$ cat src/rtl/pcie_consts.sv
//------------------------------------------------------------------------------
// Module      : pcie_consts
// Description : Shared widths and record types for the queue/descriptor path.
// Revision    : 1.0 - initial release
//------------------------------------------------------------------------------
`default_nettype none

package pcie_consts;

    localparam int RB_AWIDTH     = 16;
    localparam int APP_IDX_WIDTH = 13;

    typedef struct packed {
        logic [APP_IDX_WIDTH-1:0] queue_id;
        logic [RB_AWIDTH-1:0]     head;
    } head_upd_t;

    typedef struct packed {
        logic [APP_IDX_WIDTH-1:0] dsc_queue_id;
        logic [APP_IDX_WIDTH-1:0] pkt_queue_id;
        logic [15:0]              size;
        logic                     descriptor_only;
        logic                     needs_dsc;
        logic                     drop_data;
        logic                     drop_meta;
    } pkt_meta_with_queues_t;

    function automatic pkt_meta_with_queues_t dsc_only_meta(input logic [APP_IDX_WIDTH-1:0] qid);
        pkt_meta_with_queues_t m;
        m                 = '0;
        m.descriptor_only = 1'b1;
        m.pkt_queue_id    = qid;
        return m;
    endfunction

endpackage

`default_nettype wire

$ cat src/rtl/bram_interface_io.sv
//------------------------------------------------------------------------------
// Module      : bram_interface_io
// Description : Simple single-port BRAM access bundle (owner drives the port).
// Revision    : 1.0 - initial release
//------------------------------------------------------------------------------
`default_nettype none

interface bram_interface_io #(
    parameter int ADDR_WIDTH = 13,
    parameter int DATA_WIDTH = 16
);
    logic [ADDR_WIDTH-1:0] addr;
    logic [DATA_WIDTH-1:0] wr_data;
    logic                  wr_en;
    logic                  rd_en;

    modport owner (output addr, output wr_data, output wr_en, output rd_en);
    modport user  (input  addr, input  wr_data, input  wr_en, input  rd_en);
endinterface

`default_nettype wire

$ cat src/rtl/fifo_wrapper_infill_mlab.sv
//------------------------------------------------------------------------------
// Module      : fifo_wrapper_infill_mlab
// Description : Show-ahead FIFO with occupancy output; head entry is visible
//               combinationally from the storage array.
// Revision    : 1.0 - initial release
//------------------------------------------------------------------------------
`default_nettype none

module fifo_wrapper_infill_mlab #(
    parameter int WIDTH = 8,
    parameter int DEPTH = 16
) (
    input  logic                     clk,
    input  logic                     rst,
    input  logic [WIDTH-1:0]         in_data_i,
    input  logic                     in_valid_i,
    output logic [WIDTH-1:0]         out_data_o,
    output logic                     out_valid_o,
    input  logic                     out_ready_i,
    output logic [$clog2(DEPTH):0]   occupancy_o
);
    localparam int            AW   = $clog2(DEPTH);
    localparam logic [AW:0]   FULL = (AW+1)'(DEPTH);

    logic [WIDTH-1:0] mem_q [DEPTH];
    logic [AW-1:0]    wr_ptr_q, wr_ptr_d;
    logic [AW-1:0]    rd_ptr_q, rd_ptr_d;
    logic [AW:0]      cnt_q, cnt_d;
    logic             w_push, w_pop;

    always_comb begin
        w_push   = in_valid_i && (cnt_q != FULL);
        w_pop    = out_ready_i && (cnt_q != '0);
        wr_ptr_d = wr_ptr_q + AW'(w_push);
        rd_ptr_d = rd_ptr_q + AW'(w_pop);
        cnt_d    = cnt_q + (AW+1)'(w_push) - (AW+1)'(w_pop);
    end

    always_ff @(posedge clk) begin
        if (rst) begin
            wr_ptr_q <= '0;
            rd_ptr_q <= '0;
            cnt_q    <= '0;
        end else begin
            wr_ptr_q <= wr_ptr_d;
            rd_ptr_q <= rd_ptr_d;
            cnt_q    <= cnt_d;
        end
    end

    always_ff @(posedge clk) begin
        if (w_push) begin
            mem_q[wr_ptr_q] <= in_data_i;
        end
    end

    assign out_data_o  = mem_q[rd_ptr_q];
    assign out_valid_o = (cnt_q != '0);
    assign occupancy_o = cnt_q;

endmodule

`default_nettype wire

$ cat src/rtl/head_update_coalescer.sv
//------------------------------------------------------------------------------
// Module      : head_update_coalescer
// Description : Writes software head updates to the head table and emits one
//               descriptor-only request per queue while one is outstanding.
//               Coalescing is built only when HEAD_UPD_COALESCE_EN is defined.
// Revision    : 1.0 - initial release
//------------------------------------------------------------------------------
`default_nettype none

module head_update_coalescer
    import pcie_consts::*;
#(
    parameter int NB_QUEUES  = 8192,
    parameter int FIFO_DEPTH = 16
) (
    input  logic                  clk,
    input  logic                  rst,
    input  head_upd_t             in_upd_data,
    input  logic                  in_upd_valid,
    output logic                  in_upd_ready,
    bram_interface_io.owner       q_table_heads,
    output pkt_meta_with_queues_t out_meta_data,
    output logic                  out_meta_valid,
    input  logic                  out_meta_ready,
    input  logic [RB_AWIDTH:0]    rb_size,
    output logic [31:0]           upd_cnt,
    output logic [31:0]           coalesced_cnt,
    output logic [31:0]           out_cnt
);
    localparam int               QW        = $clog2(NB_QUEUES);
    localparam int               OCC_W     = $clog2(FIFO_DEPTH) + 1;
    localparam logic [OCC_W-1:0] READY_MAX = OCC_W'(FIFO_DEPTH - 3);

    logic [QW-1:0]            w_lq;
    logic [RB_AWIDTH-1:0]     w_mask;
    logic                     w_accept, w_pop, w_merge, w_fifo_push;
    logic [OCC_W-1:0]         w_occ;
    pkt_meta_with_queues_t    w_push_entry;

    logic                     stg_valid_q, stg_valid_d;
    logic                     stg_push_q, stg_push_d;
    logic [APP_IDX_WIDTH-1:0] stg_qid_q, stg_qid_d;
    logic [RB_AWIDTH-1:0]     stg_head_q, stg_head_d;
    logic [31:0]              upd_cnt_q, upd_cnt_d;
    logic [31:0]              out_cnt_q, out_cnt_d;

    // rb_size == 2^RB_AWIDTH has no low bits set; its MSB alone selects the full mask.
    assign w_mask = (rb_size[RB_AWIDTH-1:0] - 1'b1) | {RB_AWIDTH{rb_size[RB_AWIDTH]}};

    always_comb begin
        w_lq         = in_upd_data.queue_id[APP_IDX_WIDTH-1 -: QW];
        in_upd_ready = !rst && (w_occ <= READY_MAX);
        w_accept     = in_upd_valid && in_upd_ready;
        w_pop        = out_meta_valid && out_meta_ready;

        stg_valid_d  = w_accept;
        stg_push_d   = w_accept && !w_merge;
        stg_qid_d    = in_upd_data.queue_id;
        stg_head_d   = in_upd_data.head & w_mask;

        upd_cnt_d    = upd_cnt_q + 32'(w_accept);
        out_cnt_d    = out_cnt_q + 32'(w_pop);

        w_push_entry                 = '0;
        w_push_entry.descriptor_only = 1'b1;
        w_push_entry.pkt_queue_id    = stg_qid_q;
        w_fifo_push                  = stg_valid_q && stg_push_q && !rst;
    end

    always_ff @(posedge clk) begin
        if (rst) begin
            stg_valid_q <= 1'b0;
            stg_push_q  <= 1'b0;
            stg_qid_q   <= '0;
            stg_head_q  <= '0;
            upd_cnt_q   <= '0;
            out_cnt_q   <= '0;
        end else begin
            stg_valid_q <= stg_valid_d;
            stg_push_q  <= stg_push_d;
            stg_qid_q   <= stg_qid_d;
            stg_head_q  <= stg_head_d;
            upd_cnt_q   <= upd_cnt_d;
            out_cnt_q   <= out_cnt_d;
        end
    end

`ifdef HEAD_UPD_COALESCE_EN
    logic [NB_QUEUES-1:0] pending_q;
    logic [QW-1:0]        w_pop_lq;
    logic [31:0]          coalesced_cnt_q;

    // A pop of the same queue in this cycle frees the slot, so the new update pushes.
    assign w_pop_lq = out_meta_data.pkt_queue_id[APP_IDX_WIDTH-1 -: QW];
    assign w_merge  = pending_q[w_lq] && !(w_pop && (w_pop_lq == w_lq));

    always_ff @(posedge clk) begin
        if (rst) begin
            pending_q       <= '0;
            coalesced_cnt_q <= '0;
        end else begin
            if (w_pop) begin
                pending_q[w_pop_lq] <= 1'b0;
            end
            if (w_accept) begin
                pending_q[w_lq] <= 1'b1;
            end
            coalesced_cnt_q <= coalesced_cnt_q + 32'(w_accept && w_merge);
        end
    end

    assign coalesced_cnt = coalesced_cnt_q;
`else
    assign w_merge       = 1'b0;
    assign coalesced_cnt = '0;
`endif

    fifo_wrapper_infill_mlab #(
        .WIDTH ($bits(pkt_meta_with_queues_t)),
        .DEPTH (FIFO_DEPTH)
    ) u_out_fifo (
        .clk         (clk),
        .rst         (rst),
        .in_data_i   (w_push_entry),
        .in_valid_i  (w_fifo_push),
        .out_data_o  (out_meta_data),
        .out_valid_o (out_meta_valid),
        .out_ready_i (out_meta_ready),
        .occupancy_o (w_occ)
    );

    assign q_table_heads.wr_en   = stg_valid_q && !rst;
    assign q_table_heads.addr    = stg_qid_q[APP_IDX_WIDTH-1 -: QW];
    assign q_table_heads.wr_data = stg_head_q;
    assign q_table_heads.rd_en   = 1'b0;

    assign upd_cnt = upd_cnt_q;
    assign out_cnt = out_cnt_q;

endmodule

`default_nettype wire
$ cat src/flat_wrapper.sv
// flat-port wrapper written by rule: the top's interface ports become plain ports
module head_update_coalescer_flat import pcie_consts::*;
#(
    parameter int NB_QUEUES  = 8192,
    parameter int FIFO_DEPTH = 16
)
  (clk, rst, in_upd_data, in_upd_valid, in_upd_ready, out_meta_data, out_meta_valid, out_meta_ready, rb_size, upd_cnt, coalesced_cnt, out_cnt, q_table_heads_addr, q_table_heads_wr_data, q_table_heads_wr_en, q_table_heads_rd_en);
  bram_interface_io q_table_heads_i ();
  input  logic clk;
  input  logic rst;
  input  head_upd_t in_upd_data;
  input  logic in_upd_valid;
  output logic in_upd_ready;
  output pkt_meta_with_queues_t out_meta_data;
  output logic out_meta_valid;
  input  logic out_meta_ready;
  input  logic [RB_AWIDTH:0] rb_size;
  output logic [31:0] upd_cnt;
  output logic [31:0] coalesced_cnt;
  output logic [31:0] out_cnt;
  output wire logic [$bits(q_table_heads_i.addr)-1:0] q_table_heads_addr;
  output wire logic [$bits(q_table_heads_i.wr_data)-1:0] q_table_heads_wr_data;
  output wire logic [$bits(q_table_heads_i.wr_en)-1:0] q_table_heads_wr_en;
  output wire logic [$bits(q_table_heads_i.rd_en)-1:0] q_table_heads_rd_en;
  assign q_table_heads_addr = q_table_heads_i.addr;
  assign q_table_heads_wr_data = q_table_heads_i.wr_data;
  assign q_table_heads_wr_en = q_table_heads_i.wr_en;
  assign q_table_heads_rd_en = q_table_heads_i.rd_en;
  head_update_coalescer #(.NB_QUEUES(NB_QUEUES), .FIFO_DEPTH(FIFO_DEPTH)) u_core (.clk(clk), .rst(rst), .in_upd_data(in_upd_data), .in_upd_valid(in_upd_valid), .in_upd_ready(in_upd_ready), .q_table_heads(q_table_heads_i), .out_meta_data(out_meta_data), .out_meta_valid(out_meta_valid), .out_meta_ready(out_meta_ready), .rb_size(rb_size), .upd_cnt(upd_cnt), .coalesced_cnt(coalesced_cnt), .out_cnt(out_cnt));
endmodule
$ cat config.mk
export PLATFORM = sky130hd
export DESIGN_NAME = head_update_coalescer_flat
export DESIGN_NICKNAME = d
export VERILOG_FILES = /design/src/rtl/pcie_consts.sv /design/src/rtl/bram_interface_io.sv /design/src/rtl/fifo_wrapper_infill_mlab.sv /design/src/rtl/head_update_coalescer.sv /design/src/flat_wrapper.sv
export SDC_FILE = /design/constraint.sdc
export NUM_CORES = 1
export LEC_CHECK = 0
export CELL_PAD_IN_SITES_DETAIL_PLACEMENT = 0
export CELL_PAD_IN_SITES_GLOBAL_PLACEMENT = 2
export CORE_MARGIN = 2
export CORE_UTILIZATION = 26
export DETAILED_ROUTE_END_ITERATION = 10
export HOLD_SLACK_MARGIN = 0.1
export PLACE_DENSITY = 0.57
export SLEW_MARGIN = 15
export SYNTH_ARGS = -nofsm -noshare
export SYNTH_HDL_FRONTEND = slang
export SYNTH_HIERARCHICAL = 1
export SYNTH_SLANG_ARGS = --single-unit
$ cat constraint.sdc
create_clock -name clk -period 8.39 [get_ports clk]
set_input_delay 0.839 -clock clk [delete_from_list [all_inputs] [get_ports clk]]
set_output_delay 0.839 -clock clk [all_outputs]
set_load 0.01 [all_outputs]
### After elaboration in Yosys (flattened, before gate mapping)

Memory sizes are Yosys's and may differ from the RTL's. A register that Yosys moved wholly into a read port is not among the register bits.
Cells that the tools add are included.

| cells by class | value |
|---|---|
| bitwise gates (word level) | 2 |
| multiplexer cells | 3 |
| add/sub/neg operators | 7 |
| reductions and logical operators | 7 |
| equal/unequal tests | 1 |
| order comparisons | 1 |

Operators with widths:

| kind | count |
|---|---|
| 32-bit by 1-bit adder with 32-bit output | 2 |
| 16-bit AND | 1 |
| 16-bit bitwise OR | 1 |
| 16-bit by 1-bit subtractor with 16-bit output (second input constant) | 1 |
| 4-bit by 1-bit adder with 4-bit output | 2 |
| 5-bit by 1-bit adder with 5-bit output | 1 |
| 5-bit by 4-bit less-or-equal comparator with 1-bit output (second input constant) | 1 |
| 1-bit logical AND | 5 |
| 5-bit inequality test (second input constant) | 1 |
| 5-bit nonzero test | 1 |
| 5-bit by 1-bit subtractor with 5-bit output | 1 |
| 4-bit two-way mux | 1 |
| 1-bit two-way mux | 2 |
| 1-bit zero test | 1 |

| word-level totals | value |
|---|---|
| bits of input ports | 50 |
| output and inout bits | 175 |
| bits in writable memories | 208 |
| memories kept | 1 |
| register bits | 107 |
| word-level logic and storage cells | 30 |

Memories:

| name | words | bits a word | read ports | clocked after memory_dff | wr ports | line | text |
|---|---|---|---|---|---|---|---|
| u_core.u_out_fifo.mem_q | 16 | 13 | 1 | 1 | 1 | fifo_wrapper_infill_mlab.sv:25 | `logic [WIDTH-1:0] mem_q [DEPTH];` |

### Logic depth before layout (Yosys ltp)

Gate-level depths: netlist of the first run.

| depth | value |
|---|---|
| depth in word-level cells | 5 |
| gate-level depth with buffers | 13 |
| depth with buffers taken out | 13 |

### Modules after synthesis

Netlist of the first run, hierarchy kept.

Modules (own cells, without submodules):

| module | cells each | instances | area each (um^2) |
|---|---|---|---|
| fifo_wrapper_infill_mlab | 1213 | 1 | 28229.6 |
| head_update_coalescer | 500 | 1 | 4473.0 |

### Worst setup path before layout of the first run

No wires, ideal clock.

| timing | value |
|---|---|
| path type | input port to flip-flop |
| from | in rst |
| to | mem u_core/u_out_fifo/mem_q[0][0] (netlist bit), enable pin |
| slack | 1.556 ns |
| arrival time | 6.271 ns |
| buffers on the path | 3 |
| required time | 7.826 ns |
| cell stages on the path | 8 |
| library setup time | 0.564 ns |
| path through | clkbuf_1 buf_1 nor2b_1 o21ai_1 inv_1 nand2b_1 buf_2 nor4_1 |

| between the ends | value |
|---|---|
| word-level cells in the longest chain between the ends | 5 |

Ends and longest elaborated chain:

| what | line | text |
|---|---|---|
| from (decl) | flat_wrapper.sv:10 | `input logic rst;` |
| 1-bit zero test | n/a |  |
| 1-bit logical AND | head_update_coalescer.sv:67 | `w_fifo_push = stg_valid_q && stg_push_q && !rst;` |
| named net q_table_heads_wr_en | flat_wrapper.sv:23 | `output wire logic [$bits(q_table_heads_i.wr_en)-1:0] q_table_heads_wr_en;` |
| 1-bit logical AND | fifo_wrapper_infill_mlab.sv:32 | `w_push = in_valid_i && (cnt_q != FULL);` |
| 1-bit two-way mux | fifo_wrapper_infill_mlab.sv:52 | `if (w_push) begin` |
| 1-bit two-way mux (not written as such) | fifo_wrapper_infill_mlab.sv:53 | `mem_q[wr_ptr_q] <= in_data_i;` |
| to (decl) | fifo_wrapper_infill_mlab.sv:25 |  |

The timed path passes the listed nets, and every way through them passes these cells.

==> results of run 1 <==
worst register-to-register path, stage by stage (launching register included):
cell and delay (ns):
dfxtp_1 0.36, inv_1 0.07, ha_1 0.19, or3b_2 0.19, nand2b_1 0.15, and2_1 0.14, ha_1 0.33, ha_1 0.39
nand3_1 0.20, or4_1 0.66, or3_1 0.39, a21oi_1 0.14
sequential cells by signal, summed over array words and instances, names as in the netlist:
signal / count
u_core/out_cnt: 32
u_core/q_table_heads.wr_data: 16
u_core/u_out_fifo/rd_ptr_q: 4
u_core/stg_push_q: 1
u_core/q_table_heads.addr: 13
u_core/upd_cnt: 32
u_core/u_out_fifo/occupancy_o: 5
u_core/u_out_fifo/mem_q: 736
u_core/u_out_fifo/wr_ptr_q: 4
report_power, final:
part / switching, W / internal [W] / total, W
Sequential: 0.0000746 / 0.00461 / 0.00468
Combinational: 0.000774 / 0.000888 / 0.00166
Clock: 0.00169 / 0.00240 / 0.00409
kinds of logic after synthesis:
kind of cell / Yosys count / synth area share [%]
simple gates: 305 / 5.062
xor+xnor: 41 / 1.098
mux: 186 / 12.74
fa+ha+maj: 16 / 0.6351
compound gates: 187 / 4.029
flops: 843 / 74.13
buf+inv: 133 / 2.280
other cells: 2 / 0.02296
path summary, 6_finish.rpt:
path                                                                  start                       endpoint  slack (ns)  cells after the start
worst max-delay path               u_core/u_out_fifo/rd_ptr_q[0]$_SDFF_PP0_              out_meta_data[10]        3.63                      6
worst min register to register                u_core/upd_cnt[29]$_SDFF_PP0_  u_core/upd_cnt[29]$_SDFF_PP0_        0.50                      2
worst max register to register  u_core/u_out_fifo/occupancy_o[2]$_SDFF_PP0_  u_core/out_cnt[26]$_SDFF_PP0_        5.12                     11
worst min-delay path                          u_core/upd_cnt[29]$_SDFF_PP0_  u_core/upd_cnt[29]$_SDFF_PP0_        0.50                      2
layout make-up:
cell class | instances | area [um^2] | share of cell area, %
clock buffers | 128 | 2571 | 6.183
repair buffers | 227 | 2212 | 5.319
flip-flops and latches | 843 | 24250 | 58.31
clock inverters | 49 | 496.7 | 1.194
well taps | 1650 | 2064 | 4.964
multi-input cells | 1296 | 9927 | 23.87
inverters | 17 | 63.81 | 0.1534
routing by layer:
metal | vias up | part of all wire, % | wire length, um
li1 | 7967 | - | -
met1 | 8977 | 43 | 35610
met2 | 349 | 51 | 42330
met3 | 118 | 4.7 | 3969
met4 | 6 | 2.0 | 1683
met5 | - | 0.044 | 37
metrics by stage:
stage | util (%) | hold slack, ns
after detailed placement | 30.73 | 0.4793
after floorplan | - | 0.4959
final | 33.20 | 0.4955
after global routing | 33.20 | 0.5300
after global placement | 30.73 | 0.4702
after CTS | 33.18 | 0.4930
placed cells by master, fill, tap and decap left out, types with 14 or more instances in the layout:
| master | Yosys | routed |
|---|---|---|
| dfxtp_1 | 107 | 105 |
| ha_1 | 15 | 15 |
| inv_1 | 16 | 16 |
| nand2_1 | 77 | 77 |
| conb_1 | 2 | 561 |
| mux4_2 | 184 | 184 |
| clkinv_1 | 1 | 18 |
| nor2_1 | 38 | 37 |
| clkinv_2 | 0 | 14 |
| clkbuf_1 | 39 | 27 |
| edfxtp_1 | 736 | 736 |
| xnor2_1 | 24 | 24 |
| clkbuf_16 | 0 | 97 |
| a22oi_1 | 92 | 92 |
| nor2b_1 | 29 | 27 |
| nand4_1 | 19 | 19 |
| buf_4 | 42 | 35 |
| xor2_1 | 17 | 17 |
| nand3_1 | 28 | 28 |
| o31ai_1 | 23 | 23 |
| or4_1 | 27 | 27 |
| a21oi_1 | 39 | 39 |
| clkdlybuf4s50_1 | 0 | 190 |
==> summary.txt, run 1 <==
Layout
  • Fin cells: roughly 4,200
  • Fillers: 12,140
  • Area growth syn-to-layout: 27.16%
  • Final-stage net count: ~2,500
  • Share of cells above drive strength 1: 15.08%
  • Final Cell Area: roughly 42,000 um^2
  • Diodes inserted: 0

Global routing
  • First-pass GRT wire length: 123.8 mm
  • M2 GR Usage: a little under a quarter
  • Vias in the first global route: between 15,000 and 20,000
  • Antenna violations before repair: 6
  • Largest net degree at the start of global routing: 64
  • Met1 Resource Use GR: around 17%
  • Gr usage total: a little over an eighth
  • GR Util met3: under 10%
  • Grt ovf: 0
  • Busiest metal layer after global routing: met2

Drt
  • Via density: between 4 and 5
  • # DRC: 0
  • Initial DRC count: ~1,000
  • Routed WL per cell: approximately 20 um
  • Router iterations before antenna repair: 5
  • Post-route ant nets: 0
  • Post-Route WL: about 84 mm
  • Via count: around 17,000

Clock tree
  • CTS tree: built
  • H-tree depth: 3
  • Clk sink count: around 840
  • Clk slew on worst S/H paths: 0.06 ns
  • Clock Path Buffers: 3
  • Post-CTS sizing: 0
  • Total CTS buffers: 95
  • Root Buffer: clkbuf_16
  • Post-CTS Setup Inserts: 0
  • Clk_lat worst skew: approximately 0.66 ns
  • Hold Buf Count CTS: 0

Placement
  • Pre-CTS setup slack: just under 4 ns
  • DP Wirelength: around 46 mm
  • Routability cong.: between 0.6 and 0.7
  • Placed Cells: 4,032
  • Area after DPL: between 30,000 and 40,000 um^2
  • PortBufs: approximately 190

Pwr
  • Tot Pwr: 0.01044 W
  • Total power per unit cell area: between 200 and 300 nW/um^2
  • Peak VDD IR: between 100 and 150 uV
  • LEAKAGE: between 10 and 15 nW

STA
  • Tightest Pin Transition: around 1.0 ns
  • Final worst slack: 3.628 ns
  • Final Hold Vio Count: 0
  • Tmin final: between 4 and 5 ns
  • Max Clock Skew: between 0.015 and 0.02 ns
  • Setup violators final: 0
  • Slew margin rel.: between 30% and 40%
  • Fmax: about 210 MHz
  • Final setup TNS: 0 ns
  • Final worst-path cycle share: 56.75%
  • RSZ-0062 raised after global routing: no
  • Max Slew Vio Count: 0

Logic synthesis
  • Library cells used by synthesis: between 40 and 50
  • Syn avg cell area: approximately 19 um^2
  • Top-count cell post-synth: edfxtp_1
  • #FFs+latches synth: between 800 and 900
  • Syn. warnings: 6
  • Top cell type's share of synthesized area: approximately 68%
  • Post-Synthesis Cells: 1,713
  • Cell area after synthesis: around 33,000 um^2
  • Top area cells in the synthesized netlist: edfxtp_1, mux4_2, dfxtp_1
  • EDFF count, synth: 736
  • Prevailing post-synth register cell: edfxtp_1
  • Seq/Total Area, Yosys: 74.13%
  • Most common library cells after synthesis: edfxtp_1, mux4_2, dfxtp_1
  • Area leader, netlist: edfxtp_1
  • Post-synth ARST share: 0%

Worst setup path
  • Startpoint types: flip-flop
  • CP required: around 7.6 ns
  • Worst Setup End Kind: primary output
  • Crit-path cells: buf_16 -> buf_4 -> mux4_2 -> a22oi_1 -> nand2_1 -> clkdlybuf4s50_1
  • CP delay by family, top: buffers and inverters
  • CP max stage delay: roughly 0.7 ns
  • Critical path peak fanout: 38
  • Worst path slowest cell: buf_4
  • Worst EP arrival: roughly 4 ns
  • Bufs and invs on worst path: 3
  • Setup CP Type: reg -> out

Floorplan
  • Die Ht: about 360 um
  • Core area: 125,200 um^2
  • Die width: roughly 360 um
  • I/O pin total: between 200 and 250
  • Initial core utilization: 26.11%
  • Number of cell rows: between 100 and 150
  • Die footprint: between 100,000 and 150,000 um^2

Flow run
  • Total of max-cap violations: 0

Worst hold path
  • Hold Path Class: reg -> reg

Outcome
  • Status: complete, no violations
Note: power is estimated with default switching activity, not from simulation.
==> run 2: changes to the inputs <==
Settings changed: PLACE_DENSITY 0.57 to 0.58.
Clock period 8.39 ns to 4.3 ns, I/O delays scaled along.
==> run 2 against run 1 <==
- combinational power increased by 100%
- first-iteration DRC count increased by 1.2%
- core utilization grew 0.27 points
- critical path type unchanged
- largest cell class unchanged
- highest routed layer unchanged
==> summary.txt, run 2 (synthesis results as in run 1) <==
Global routing
  • Busiest metal layer after global routing: met2
  • Met1 Resource Use GR: 16.00% (-0.64 points)
  • Grt ovf: 0 (unchanged)
  • Vias in the first global route: 19,060 (+2.0%)
  • M2 GR Usage: 22.66% (-0.058 points)
  • GR Util met3: 2.695% (+0.10 points)
  • Antenna violations before repair: 4 (-2)
  • First-pass GRT wire length: 122.4 mm (-1.1%)
  • Gr usage total: 12.99% (-0.15 points)
  • Largest net degree at the start of global routing: 81 (+27%)

Worst setup path
  • Worst r2r src: u_core/u_out_fifo/occupancy_o[3]$_SDFF_PP0_
  • Startpoint types: flip-flop
  • Worst Setup End Kind: primary output
  • CP required: 3.87 ns (-3.68 ns)
  • CP startpoint: u_core/u_out_fifo/rd_ptr_q[0]$_SDFF_PP0_
  • Worst EP arrival: 3.21 ns (-0.71 ns)
  • Setup CP Type: reg -> out
  • Critical path peak fanout: 30 (-21%)

Floorplan
  • Initial core utilization: 26.11% (unchanged)
  • I/O pin total: 225 (unchanged)
  • Die footprint: 128,600 um^2 (unchanged)
  • Number of cell rows: 130 (unchanged)
  • Core area: 125,200 um^2 (unchanged)
  • Die Ht: 358.7 um (unchanged)
  • Die width: 358.7 um (unchanged)

STA
  • Tmin final: between 3 and 4 ns
  • Slew margin rel.: 37.33% (+6.9 points)
  • Worst hold margin: 0.3300 ns (-0.1655 ns)
  • RSZ-0062 raised after global routing: no
  • Final setup TNS: 0 ns (unchanged)
  • Fmax: 275.1 MHz
  • Max Slew Vio Count: 0 (unchanged)
  • Max Clock Skew: 0.01735 ns (-0.001263 ns)
  • Final Hold Vio Count: 0 (unchanged)
  • Setup violators final: 0 (unchanged)
  • Final worst-path cycle share: between 80% and 90%
  • Tightest Pin Transition: 0.9373 ns (-0.1063 ns)

Layout
  • Final-stage net count: 2,568 (+0.86%)
  • Commonest non-fill, non-tap cell in the layout: edfxtp_1
  • Largest register FFs: 736 (unchanged)
  • Share of cells above drive strength 1: 15.95% (+0.87 points)
  • Largest reg by FF count: u_core/u_out_fifo/mem_q
  • Area growth syn-to-layout: 28.19%
  • Most frequent cells in the layout: edfxtp_1, conb_1, clkdlybuf4s50_1
  • Diodes inserted: 0 (unchanged)

Placement
  • DP Wirelength: 47.87 mm (+4.9%)
  • Routability cong.: 0.7173 (+2.8%)
  • PortBufs: 191 (unchanged)

Drt
  • Post-route ant nets: 0 (unchanged)
  • # DRC: 0 (unchanged)
  • Via density: 4.155 (+0.43%)
  • Routed WL per cell: 19.47 um (-2.0%)
  • Initial DRC count: 1,014 (+1.2%)
  • Post-Route WL: 82.41 mm (-1.5%)
  • Router iterations before antenna repair: 5 (unchanged)
  • Via count: 17,590 (+0.98%)

Clock tree
  • Clk sink count: 843 (unchanged)
  • Clk slew on worst S/H paths: 0.06 ns (about the same)
  • Total CTS buffers: 96 (+1.1%)
  • Root Buffer: clkbuf_16
  • Clk_lat worst skew: 0.65 ns (about the same)
  • Clock Path Buffers: 3 (unchanged)
  • Post-CTS Setup Inserts: 0 (unchanged)
  • Hold Buf Count CTS: 1 (+1)
  • Post-CTS sizing: 0 (unchanged)
  • CTS tree: built
  • H-tree depth: 3 (unchanged)

Worst hold path
  • Hold Path Class: in -> reg
  • Hold Startpoint: in_upd_data[27]

Pwr
  • Tot Pwr: 0.02051 W (+97%)
  • LEAKAGE: 14.11 nW (+1.2%)
  • Peak VDD IR: 248.1 uV (+80%)
  • Total power per unit cell area: 489.2 nW/um^2 (+95%)

Flow run
  • Total of max-cap violations: 0 (unchanged)

Outcome
  • Status: complete, no violations
==> run 2: cell type report <==
cell class	instances	area, um^2
inverter	17	63.81
clock inverter	58	511.7
sequential	843	24250
multi-input combinational	1296	9956
fill	12100	83320
tap	1650	2064
timing repair buffer	248	2477
clock buffer	121	2599
==> run 2: worst paths after layout <==
| kind | to | slack (ns) | cells past startpoint |
|---|---|---|---|
| worst max-delay path | out_meta_data[13] | 0.66 | 6 |
| worst min-delay path | u_core/q_table_heads.addr[11]$_SDFF_PP0_ | 0.33 | 2 |
| worst max register to register | u_core/out_cnt[26]$_SDFF_PP0_ | 1.16 | 11 |
| worst min register to register | u_core/upd_cnt[29]$_SDFF_PP0_ | 0.50 | 2 |
==> run 2: through the flow <==
stage / setup slack, ns / std cells / utilization, % / cell area, um^2
2_1_floorplan: -0.8850 / 2272 / - / 34830
3_3_place_gp: 0.9612 / 4053 / 30.98 / 38800
3_5_place_dp: 0.9973 / 4053 / 30.98 / 38800
4_1_cts: 0.5082 / 4233 / 33.47 / 41920
5_1_grt: 0.3974 / 4233 / 33.47 / 41920
6_report: 0.6646 / 4233 / 33.47 / 41920
==> run 2: routing by layer <==
layer  vias up  routed length, um
li1       8037                  -
met2       376              41990
met5         -                 26
met4         4               1875
met3       115               4080
met1      9055              34440
==> run 2: where the power goes <==
group / internal, W / switching (W)
clock network: 0.00471 / 0.00333
logic: 0.00180 / 0.00157
registers: 0.00899 / 0.000113
total: 0.0155 / 0.00501
==> run 2: critical path, stage by stage, from the launching register on <==
cell and delay [ns]:
dfxtp_4 0.49, buf_12 0.28, buf_4 0.28, mux4_2 0.51
a22oi_1 0.26, nand2_1 0.13, clkdlybuf4s50_1 0.50
